File: src/rtl/expr_result_unpacker.sv
// expr_result_unpacker: serialises a 90-bit packed 4/5/6-bit field word into 18 extended fields with XOR checksum
module expr_result_unpacker #(
    parameter int OUT_W  = 8,
    parameter int FCNT_W = 16
) (
    input  logic              clk,
    input  logic              rst,
    input  logic              in_valid,
    output logic              in_ready,
    input  logic [89:0]       in_data,
    output logic              out_valid,
    input  logic              out_ready,
    output logic [OUT_W-1:0]  out_field,
    output logic [4:0]        out_idx,
    output logic              out_signed,
    output logic              out_last,
    output logic [OUT_W-1:0]  out_xsum,
    output logic [FCNT_W-1:0] frame_count
);
    typedef enum logic {IDLE, EMIT} state_t;
    state_t              r_state, w_next;
    logic [89:0]         r_hold;
    logic [4:0]          r_idx;
    logic [OUT_W-1:0]    r_field, r_acc;
    logic                r_signed, r_last;
    logic [FCNT_W-1:0]   r_fcnt;
    logic                w_accept, w_fire, w_end;
    logic [4:0]          w_nidx;

    function automatic logic [2:0] kof(input logic [4:0] i);
        return 3'(i - (i >= 5'd12 ? 5'd12 : i >= 5'd6 ? 5'd6 : 5'd0));
    endfunction

    // Field i occupies the 4..6 bits starting (offset) bits below bit 89; pull the top 6 bits
    // from there, drop the surplus low bits, then sign-extend if the field is in a signed slot.
    function automatic logic [OUT_W-1:0] ext(input logic [89:0] w, input logic [4:0] i);
        logic [2:0]       k;
        logic [6:0]       off;
        logic [2:0]       wd;
        logic [5:0]       raw;
        logic [OUT_W-1:0] v;
        k   = kof(i);
        off = (i >= 5'd12 ? 7'd60 : i >= 5'd6 ? 7'd30 : 7'd0)
            + (k == 3'd0 ? 7'd0 : k == 3'd1 ? 7'd4 : k == 3'd2 ? 7'd9 :
               k == 3'd3 ? 7'd15 : k == 3'd4 ? 7'd19 : 7'd24);
        wd  = (k == 3'd0 || k == 3'd3) ? 3'd4 : (k == 3'd1 || k == 3'd4) ? 3'd5 : 3'd6;
        raw = 6'(w >> (7'd84 - off)) >> (3'd6 - wd);
        v   = OUT_W'(raw);
        return (k >= 3'd3 && raw[wd - 3'd1]) ? v | ({OUT_W{1'b1}} << wd) : v;
    endfunction

    assign w_accept = in_valid & in_ready;
    assign w_fire   = out_valid & out_ready;
    assign w_end    = w_fire & r_last;
    assign w_nidx   = r_idx + 5'd1;

    // State register
    always_ff @(posedge clk) begin
        if (rst) r_state <= IDLE;
        else     r_state <= w_next;
    end

    // Next state: a new word always (re)enters EMIT; finishing the last field without one returns to IDLE
    always_comb begin
        w_next = w_accept ? EMIT : w_end ? IDLE : r_state;
    end

    // Handshake outputs; in EMIT a new word is taken only as the last field leaves, giving bubble-free frames
    always_comb begin
        out_valid = r_state == EMIT;
        in_ready  = r_state == IDLE || (r_last && out_ready);
    end

    // Hold register, field index, presented field, checksum accumulator and decoded flags
    always_ff @(posedge clk) begin
        if (rst) begin
            r_hold   <= '0;
            r_idx    <= '0;
            r_field  <= '0;
            r_acc    <= '0;
            r_signed <= 1'b0;
            r_last   <= 1'b0;
        end else if (w_accept) begin
            r_hold   <= in_data;
            r_idx    <= '0;
            r_field  <= ext(in_data, 5'd0);
            r_acc    <= '0;
            r_signed <= 1'b0;
            r_last   <= 1'b0;
        end else if (w_fire && !r_last) begin
            r_idx    <= w_nidx;
            r_field  <= ext(r_hold, w_nidx);
            r_acc    <= r_acc ^ r_field;
            r_signed <= kof(w_nidx) >= 3'd3;
            r_last   <= w_nidx == 5'd17;
        end
    end

    // Frame counter counts words whose last field was handed off
    always_ff @(posedge clk) begin
        if (rst)        r_fcnt <= '0;
        else if (w_end) r_fcnt <= r_fcnt + 1'b1;
    end

    assign out_field   = r_field;
    assign out_idx     = r_idx;
    assign out_signed  = r_signed;
    assign out_last    = r_last;
    assign out_xsum    = r_acc ^ r_field;
    assign frame_count = r_fcnt;
endmodule

File: config.mk
export PLATFORM = sky130hd
export DESIGN_NAME = expr_result_unpacker
export DESIGN_NICKNAME = d
export VERILOG_FILES = /design/src/rtl/expr_result_unpacker.sv
export SDC_FILE = /design/constraint.sdc
export NUM_CORES = 1
export LEC_CHECK = 0
export ABC_AREA = 1
export BUFFER_PORTS_ARGS = -buffer_cell sky130_fd_sc_hd__buf_2
export CELL_PAD_IN_SITES_DETAIL_PLACEMENT = 1
export CELL_PAD_IN_SITES_GLOBAL_PLACEMENT = 1
export CORE_MARGIN = 3
export CORE_UTILIZATION = 40
export CTS_CLUSTER_DIAMETER = 60
export DETAILED_ROUTE_END_ITERATION = 12
export HOLD_SLACK_MARGIN = 0.03
export PLACE_DENSITY = 0.91
export RECOVER_POWER = 100
export SYNTH_ARGS = -nofsm -noshare
export SYNTH_HDL_FRONTEND = slang
export SYNTH_SLANG_ARGS = --single-unit
File: constraint.sdc
create_clock -name clk -period 5.9 [get_ports clk]
set_input_delay 0.59 -clock clk [delete_from_list [all_inputs] [get_ports clk]]
set_output_delay 0.59 -clock clk [all_outputs]
set_load 0.005 [all_outputs]
==> metrics.md, run 1 <==
| Metric | Value |
|---|---|
| CTS Buf Count | 17 |
| Initial antenna violation count | 0 |
| CTS clk-pin slew, worst paths | 0.06 ns |
| Crit end category | register |
| Fin crit share | 90.16% |
| Most crowded layer after global routing | met2 |
| Die ar. | 24420 sq um |
| Crit-path most repeated cell | nand2_1 |
| F_max | 0.1880 GHz |
| Post-Syn Area | 9031 sq um |
| First-pass GRT wire length | 55.25 mm |
| CP Class | register to register |
| Post-route cell area | 10380 sq um |
| Port buffer count | 134 |
| Multi-input gate area | 5493 sq um |
| Startpoint types | register |
| Total number of vias | 10770 |
| Drt drc | 0 |
| Syn Nets | 1643 |
| Leak | 4.938 nW |
| Std-Cell Rows | 54 |
| Pwr dens | 397.4 nW/um^2 |
| Max-cap viol count | 2 |
| Post-CTS setup buffer count | 0 |
| Starting Density | 41.00% |
| Grt met1 use | 36.71% |
| Share of layout cells above drive strength 1 | 10.80% |
| Grt met2 use | 46.58% |
| IR drop worst, VDD | 213.1 uV |
| Synth unique cells | 37 |
| Synth Area per Inst | 5.883 sq um |
| Core footprint | 22030 sq um |
| Hold Path Depth | 3 |
| Outcome | complete, but fails checks |
| Yosys Warn Count | 0 |
| Largest net degree at the start of global routing | 115 |
| Drt pass-1 iters | 5 |
| Grt total ovfl | 0 |
| Wire length per cell | 17.89 um |
| Leading cell types in the layout, fill and taps excluded | nand2_1, nand3_1, dfxtp_1 |
| Maximum root-to-sink buffer count | 2 |
| CTS tree | yes |
| Hold Crit Class | input port to register |
| Slowest cell on the critical path | dfxtp_2 |
| R2r setup slk | 0.58 ns |
| Min Tclk post-route | 5.320 ns |
| Routability Congestion | 0.9444 |
| Fill cells | 3097 |
| Die height | 156.3 um |
| Root Buffer | clkbuf_16 |
| CP Max Fanout | 22 |
| Worst path required time | 6.18 ns |
| Synth Register Bits | 130 |
| Fin Setup TNS | 0 ns |
| Final hold violation count | 0 |
| GRT Total Usage | 27.54% |
| RSZ-0062 raised after global routing | no |
| Worst R2R Start | out_idx[0]$_SDFFE_PP0P_ |
| Slowest stage delay, CP | 0.43 ns |
| Final Skew | 0.01261 ns |
| Top_reg_cell synth | dfxtp_1 |
| Worst EP arrival | 5.59 ns |
| Dpl hpwl | 23.72 mm |
| Vias in the first global route | 10840 |
| FFs w/ async S/R, synth | 0% |
| Final Net Count | 1716 |
| Commonest non-fill, non-tap cell in the layout | nand2_1 |
| Gate Count Post-Synth | 1535 |
| H-tree depth | 4 |
| Slew Limit Fails | 96 |
| Post-route ant nets | 0 |
| Worst-Margin Slew | 2.139 ns |
| Failing checks | capacitance limit, slew limit |
| Hold Startpoint | in_data[2] |
| Vias per inst | 5.667 |
| CTS Sinks | 130 |
| Max-slew headroom | -42.61% |
| Sequential area share after synthesis | 28.82% |
| I/O pins | 135 |
| FF-to-FF path depth | 31 |
| Post-DP Area | 9782 sq um |
| R2r endpoint | out_field[3]$_SDFFE_PP0P_ |
| Hold EP | r_hold[2]$_SDFFE_PP0P_ |
| Number of antenna diodes | 0 |
| Iteration-0 DRC Markers | 867 |
| Sequential cell area | 2604 sq um |
| Number of synthesized flops with an enable pin | 0 |
| DRT Wirelength | 33.99 mm |
| Final setup fails | 0 |
| Die Width | 156.3 um |
| Area Growth Syn to Fin | 14.89% |
| Clock latency on the worst-skew pair | 0.42 ns |
| Routing usage on met3 | 4.535% |
report_power, final:
part	total (mW)	switching, mW	internal (mW)
Sequential	0.977	0.0426	0.935
Combinational	2.00	1.39	0.609
Clock	1.15	0.432	0.719
cells by family (layout without fill, tap and decap cells):
group,Yosys count,after routing,synth area share (%)
AND/OR/NAND/NOR,895,895,43.11
AO/OA/AOI/OAI,250,250,14.30
buffers and inverters,234,319,10.50
flip-flops,130,130,28.82
adder cells (fa/ha/maj),14,14,2.023
XOR/XNOR,12,12,1.247
state kept, by name, indices dropped and copies added (netlist names):
register	flops
out_signed	1
out_valid	1
out_field	8
out_idx	5
frame_count	16
r_acc	8
r_hold	90
out_last	1
worst max path at each step:
stage                                       start                   endpoint
final                     out_idx[0]$_SDFFE_PP0P_  out_field[3]$_SDFFE_PP0P_
after global routing      out_idx[0]$_SDFFE_PP0P_  out_field[3]$_SDFFE_PP0P_
after CTS                 out_idx[0]$_SDFFE_PP0P_  out_field[6]$_SDFFE_PP0P_
after detailed placement  out_idx[0]$_SDFFE_PP0P_  out_field[6]$_SDFFE_PP0P_
after global placement    out_idx[0]$_SDFFE_PP0P_  out_field[7]$_SDFFE_PP0P_
after floorplan           out_idx[0]$_SDFFE_PP0P_  out_field[1]$_SDFFE_PP0P_
synthesized netlist by cell type (8+ instances only):
| library cell | instances | area (sq um) |
|---|---|---|
| ha_1 | 13 | 162.7 |
| xor2_1 | 10 | 87.58 |
| clkbuf_1 | 56 | 210.2 |
| nor2_1 | 113 | 424.2 |
| nand3_1 | 347 | 1737 |
| nand4_1 | 9 | 56.30 |
| inv_1 | 125 | 469.2 |
| nand2_1 | 402 | 1509 |
| dfxtp_1 | 130 | 2603 |
| buf_1 | 16 | 60.06 |
| o21ai_0 | 110 | 550.5 |
| a21oi_1 | 116 | 580.6 |
| nor3_1 | 10 | 50.05 |
| o21ai_1 | 8 | 40.04 |
| buf_2 | 20 | 100.1 |
per-layer routing:
layer	routed length, um	up-vias
met2	16190	315
met1	15440	5187
li1	-	5221
met5	0	-
met3	1830	44
met4	532	0
area by class of cell:
cell class / count / share of cell area, %
clock buffers: 19 / 4.269
clock inverters: 12 / 1.748
inverters: 134 / 4.944
multi-input cells: 1171 / 52.94
flip-flops and latches: 130 / 25.09
well taps: 280 / 3.376
repair buffers: 154 / 7.633
through the flow:
stage | hold slack (ns) | power (mW) | cells | utilization, % | setup slack (ns)
final | 0.3921 | 4.123 | 1900 | 47.11 | 0.5803
after global routing | 0.3973 | 4.404 | 1900 | 47.11 | 0.03599
after CTS | 0.3804 | 4.100 | 1900 | 47.24 | 0.3900
after detailed placement | 0.4621 | 2.929 | 1869 | 44.41 | 0.4212
after global placement | 0.4565 | 2.898 | 1869 | 44.41 | 0.7166
after floorplan | 0.4369 | 2.361 | 1535 | - | 1.281
worst max-delay path: cells and delay by family, from the launching register on:
kind                     cells  cell delay [ns]
adder cells (fa/ha/maj)      5             1.31
AO/OA/AOI/OAI                4             0.68
flip-flops                   1             0.43
AND/OR/NAND/NOR             14             1.51
buffers and inverters        7             1.03
XOR/XNOR                     1             0.19
timing repair:
action	CTS	global route
hold endpoints to repair	0	0
hold buffers	0	0
endpoints found under the setup margin	0	8
resized for setup	0	4
Power figures use the tool's default switching activity.
==> inputs of run 2 (changes only) <==
==> constraint.sdc (replaced) <==
create_clock -name clk -period 5.9 [get_ports clk]
set_input_delay 1.18 -clock clk [delete_from_list [all_inputs] [get_ports clk]]
set_output_delay 1.18 -clock clk [all_outputs]
set_load 0.005 [all_outputs]
==> run 2 against run 1 <==
Against the previous run: the flow still finishes with violations (capacitance limit, slew limit); clock skew decreased by 0.0030 ns; count of clock-buffer cells in the layout stayed put; utilization up 0.085 points; critical endpoint is now out_field[6]$_SDFFE_PP0P_.
==> metrics.md, run 2 (synthesized netlist as in run 1, its figures left out) <==
| Metric | Value |
|---|---|
| Outcome | complete, but fails checks |
| Failing checks | capacitance limit, slew limit |
| Grt total ovfl | 0 |
| Die Width | 156.3 um |
| Vias in the first global route | 10850 |
| RSZ-0062 raised after global routing | no |
| R2r setup slk | 0.51 ns |
| Number of antenna diodes | 0 |
| Seq pwr share | 23.4% |
| Sw frac | 44.72% |
| Final hold violation count | 0 |
| Core footprint | 22030 sq um |
| First-pass GRT wire length | 54.66 mm |
| Leading cell types in the layout, fill and taps excluded | nand2_1, nand3_1, dfxtp_1 |
| Crit end category | register |
| Int Pwr | 2.306 mW |
| Leak | 4.948 nW |
| Worst-Margin Slew | 2.465 ns |
| Max-slew headroom | -64.36% |
| Final Skew | 0.009563 ns |
| Area Growth Syn to Fin | 15.10% |
| Post-route ant nets | 0 |
| Slowest cell on the critical path | dfxtp_1 |
| Max-cap viol count | 2 |
| Root Buffer | clkbuf_16 |
| Final setup fails | 0 |
| Wire length per cell | 17.75 um |
| Clock latency on the worst-skew pair | 0.44 ns |
| Final Net Count | 1717 |
| I/O pins | 135 |
| Std-Cell Rows | 54 |
| IR drop worst, VDD | 183.7 uV |
| Drt pass-1 iters | 5 |
| Pwr dens | 401.3 nW/um^2 |
| Slowest stage delay, CP | 0.51 ns |
| Die height | 156.3 um |
| Starting Density | 41.00% |
| Fin Setup TNS | 0 ns |
| Fin crit share | 91.33% |
| Startpoint types | register |
| Fin util | 47.19% |
| Total net switching power | 1.866 mW |
| CTS tree | yes |
| Crit-path most repeated cell | nand2_1 |
| Initial antenna violation count | 0 |
| CTS clk-pin slew, worst paths | 0.06 ns |
| Dpl cells | 1870 |
| Hold Crit Class | register to register |
| Slew Limit Fails | 163 |
| Total number of vias | 10780 |
| Commonest non-fill, non-tap cell in the layout | nand2_1 |
| Dpl hpwl | 23.60 mm |
| Fin cells | 1901 |
| Pre-CTS setup slack | 0.4788 ns |
| Share of layout cells above drive strength 1 | 10.61% |
| Maximum root-to-sink buffer count | 2 |
| Drt drc | 0 |
| Resize count post-CTS | 0 |
| Combinational fraction of design power | 47.9% |
| Hold buffers post-CTS | 0 |
| Worst EP arrival | 5.69 ns |
| Port buffer count | 134 |
| Largest net degree at the start of global routing | 108 |
| Die ar. | 24420 sq um |
| H-tree depth | 4 |
| Post-CTS setup buffer count | 0 |
| Biggest register | r_hold |
| CP Max Fanout | 22 |
| CP Class | register to register |
| Routability Congestion | 0.9449 |
| DRT Wirelength | 33.75 mm |
| Min Tclk post-route | 5.388 ns |
| GRT Total Usage | 27.21% |
| Final worst slack | 0.5117 ns |
| Vias per inst | 5.670 |
| F_max | 0.1856 GHz |
| Max FFs per register | 90 |
| Iteration-0 DRC Markers | 960 |
| CTS Sinks | 130 |
| Worst path required time | 6.20 ns |
| Clock network power share | 28.7% |
| CTS Buf Count | 17 |
-- run 2: worst paths after layout --
check / end / cells past startpoint / start
worst min register to register: r_hold[32]$_SDFFE_PP0P_ / 2 / r_hold[32]$_SDFFE_PP0P_
worst max register to register: out_field[6]$_SDFFE_PP0P_ / 34 / out_idx[0]$_SDFFE_PP0P_
worst min-delay path: r_hold[32]$_SDFFE_PP0P_ / 2 / r_hold[32]$_SDFFE_PP0P_
worst max-delay path: out_field[6]$_SDFFE_PP0P_ / 34 / out_idx[0]$_SDFFE_PP0P_
-- run 2: metrics by stage --
stage / cell area, sq um / power [mW] / hold slack, ns
floorplan: 9031 / 2.361 / 0.4369
finish: 10400 / 4.172 / 0.4731
global route: 10400 / 4.447 / 0.5005
global placement: 9789 / 2.900 / 0.4574
CTS: 10440 / 4.149 / 0.4773
detailed placement: 9789 / 2.928 / 0.4691
-- run 2: layout make-up --
type	instances	area, sq um
clock inverters	12	205.2
flip-flops and latches	130	2603
well taps	280	350.3
multi-input cells	1171	5490
fillers	3131	11630
repair buffers	155	793.3
clock buffers	19	442.9
inverters	134	510.5
-- run 2: critical path: cells and delay by family (launching register included) --
family / cells / cell delay [ns]
flops: 1 / 0.51
compound gates: 4 / 0.44
buf+inv: 8 / 1.08
xor+xnor: 1 / 0.18
fa+ha+maj: 5 / 1.53
simple gates: 16 / 1.49
-- run 2: routing by layer --
layer  vias to the layer above  GRT usage, %  wire [um]
met1                      5159         35.95      15010
met4                         0         7.461        577
li1                       5225             -          -
met5                         -             0          0
met3                        44         4.204       1943
met2                       350         46.29      16220
-- run 2: power groups by stage --
stage          Sequential, mW  Clock (mW)  Combinational (mW)
2_1_floorplan           0.977           0                1.38
3_3_place_gp            0.989           0                1.91
3_5_place_dp            0.993           0                1.94
4_1_cts                 0.975        1.21                1.97
5_1_grt                 0.981        1.25                2.22
6_report                0.977        1.20                2.00
==> inputs of run 3 (changes only) <==
==> constraint.sdc (replaced) <==
create_clock -name clk -period 5.9 [get_ports clk]
set_input_delay 0.295 -clock clk [delete_from_list [all_inputs] [get_ports clk]]
set_output_delay 0.295 -clock clk [all_outputs]
set_load 0.005 [all_outputs]
==> run 3 against run 2 <==
Against the previous run: the run still ends with capacitance limit, slew limit left; cell count about the same; count of clock-buffer cells in the layout unchanged; non-clock buffer count down 1; worst setup slack better by 0.079 ns; power down 1.1%; global-route usage up 0.32 points; sequential power about the same; utilization down 0.080 points; largest cell class unchanged; largest power group unchanged; highest routed layer unchanged.
==> metrics.md, run 3 (synthesized netlist as in run 1, its figures left out) <==
| Metric | Value |
|---|---|
| Wire length per cell | 17.85 um |
| Failing checks | capacitance limit, slew limit |
| Final Net Count | 1716 |
| Fin Setup TNS | 0 ns |
| Dpl cells | 1869 |
| CP Class | register to register |
| Area Growth Syn to Fin | 14.91% |
| Slowest cell on the critical path | dfxtp_2 |
| Dpl hpwl | 23.72 mm |
| CTS tree | yes |
| Vias per inst | 5.680 |
| Fill cells | 3097 |
| Post-route ant nets | 0 |
| GRT Total Usage | 27.54% |
| Crit-path most repeated cell | nand2_1 |
| DRT Wirelength | 33.92 mm |
| Drt pass-1 iters | 5 |
| Crit path max-delay family | simple AND/OR/NAND/NOR gates |
| CTS clk-pin slew, worst paths | 0.06 ns |
| Number of antenna diodes | 0 |
| Die ar. | 24420 sq um |
| Drt drc | 0 |
| Pwr dens | 397.4 nW/um^2 |
| Die height | 156.3 um |
| Max FFs per register | 90 |
| Hold Crit Class | input port to register |
| Maximum root-to-sink buffer count | 2 |
| Clock latency on the worst-skew pair | 0.42 ns |
| Post-CTS setup buffer count | 0 |
| Routability Congestion | 0.9444 |
| Startpoint types | register |
| CP Max Fanout | 22 |
| Crit path buf inv count | 7 |
| Total number of vias | 10790 |
| Worst path required time | 6.19 ns |
| Leading cell types in the layout, fill and taps excluded | nand2_1, nand3_1, dfxtp_1 |
| Final hold violation count | 0 |
| Std-Cell Rows | 54 |
| Multi-input gate area | 5493 sq um |
| Worst-Margin Slew | 1.539 ns |
| Iteration-0 DRC Markers | 825 |
| IR drop worst, VDD | 214.3 uV |
| Leak | 4.940 nW |
| Biggest register | r_hold |
| I/O pins | 135 |
| Min Tclk post-route | 5.309 ns |
| Starting Density | 41.00% |
| Port buffer count | 134 |
| H-tree depth | 4 |
| Core footprint | 22030 sq um |
| Vias in the first global route | 10840 |
| Root Buffer | clkbuf_16 |
| Fin cells | 1900 |
| Slowest stage delay, CP | 0.44 ns |
| Max-slew headroom | -2.578% |
| First-pass GRT wire length | 55.25 mm |
| Slew Limit Fails | 30 |
| Initial antenna violation count | 0 |
| Grt total ovfl | 0 |
| Crit end category | register |
| RSZ-0062 raised after global routing | no |
| CTS Buf Count | 17 |
| Fin crit share | 89.99% |
| Largest net degree at the start of global routing | 115 |
| Commonest non-fill, non-tap cell in the layout | nand2_1 |
| CTS Sinks | 130 |
| Final setup fails | 0 |
| Share of layout cells above drive strength 1 | 10.93% |
| Sequential cell area | 2604 sq um |
| F_max | 0.1883 GHz |
| Final Skew | 0.01226 ns |
| Die Width | 156.3 um |
| Max-cap viol count | 1 |
| Worst EP arrival | 5.60 ns |
| Outcome | complete, but fails checks |
-- run 3: changes by cell type in the layout (fill, tap and decap cells not counted), sizes merged --
cell / before / now
buf: 123 / 125
clkbuf: 51 / 48
clkinv: 7 / 9
bufinv: 5 / 4
clkinvlp: 4 / 3
-- run 3: final cells by class --
class,count,share of cell area (%)
clock buffer,19,4.268
clock inverter,12,1.748
inverter,134,4.943
multi-input combinational,1171,52.93
sequential,130,25.09
tap,280,3.376
timing repair buffer,154,7.644
-- run 3: tightest hold or removal path, cell delays in order --
cell and delay (ns):
buf_2 0.08, nor2_1 0.04, nor2_1 0.08
-- run 3: path summary, 6_finish.rpt --
| check | start | endpoint | slack, ns | cells past startpoint |
|---|---|---|---|---|
| hold / removal | in_data[2] | r_hold[2]$_SDFFE_PP0P_ | 0.1 | 3 |
| hold reg to reg | r_hold[35]$_SDFFE_PP0P_ | r_hold[35]$_SDFFE_PP0P_ | 0.47 | 2 |
| setup / recovery | out_idx[0]$_SDFFE_PP0P_ | out_field[6]$_SDFFE_PP0P_ | 0.59 | 31 |
| setup reg to reg | out_idx[0]$_SDFFE_PP0P_ | out_field[6]$_SDFFE_PP0P_ | 0.59 | 31 |
-- run 3: metal layers --
layer | up-vias | share of wire, % | GRT usage (%)
met3 | 41 | 5.7 | 4.535
met4 | 0 | 1.5 | 6.836
met1 | 5189 | 45 | 36.71
met2 | 340 | 48 | 46.58
li1 | 5222 | - | -
met5 | - | 0 | 0
-- run 3: metrics by stage --
| step | setup WS [ns] | utilization (%) | hold slack (ns) | power [mW] | area (sq um) |
|---|---|---|---|---|---|
| detailed placement | 0.4212 | 44.41 | 0.4621 | 2.929 | 9782 |
| global route | 0.03794 | 47.11 | 0.1023 | 4.403 | 10380 |
| floorplan | 1.281 | - | 0.4299 | 2.361 | 9031 |
| finish | 0.5906 | 47.11 | 0.09653 | 4.125 | 10380 |
| CTS | 0.3900 | 47.24 | 0.08539 | 4.100 | 10410 |
| global placement | 0.7166 | 44.41 | 0.4565 | 2.898 | 9782 |
-- run 3: repair_timing --
item                                    CTS  global route
resized for setup                         0             4
endpoints found under the setup margin    0             8
hold buffers                              0             0
-- run 3: power by group --
| part | internal, mW | total [mW] | switching (mW) |
|---|---|---|---|
| Sequential | 0.935 | 0.977 | 0.0423 |
| Combinational | 0.608 | 2.00 | 1.39 |
| Clock | 0.719 | 1.15 | 0.433 |
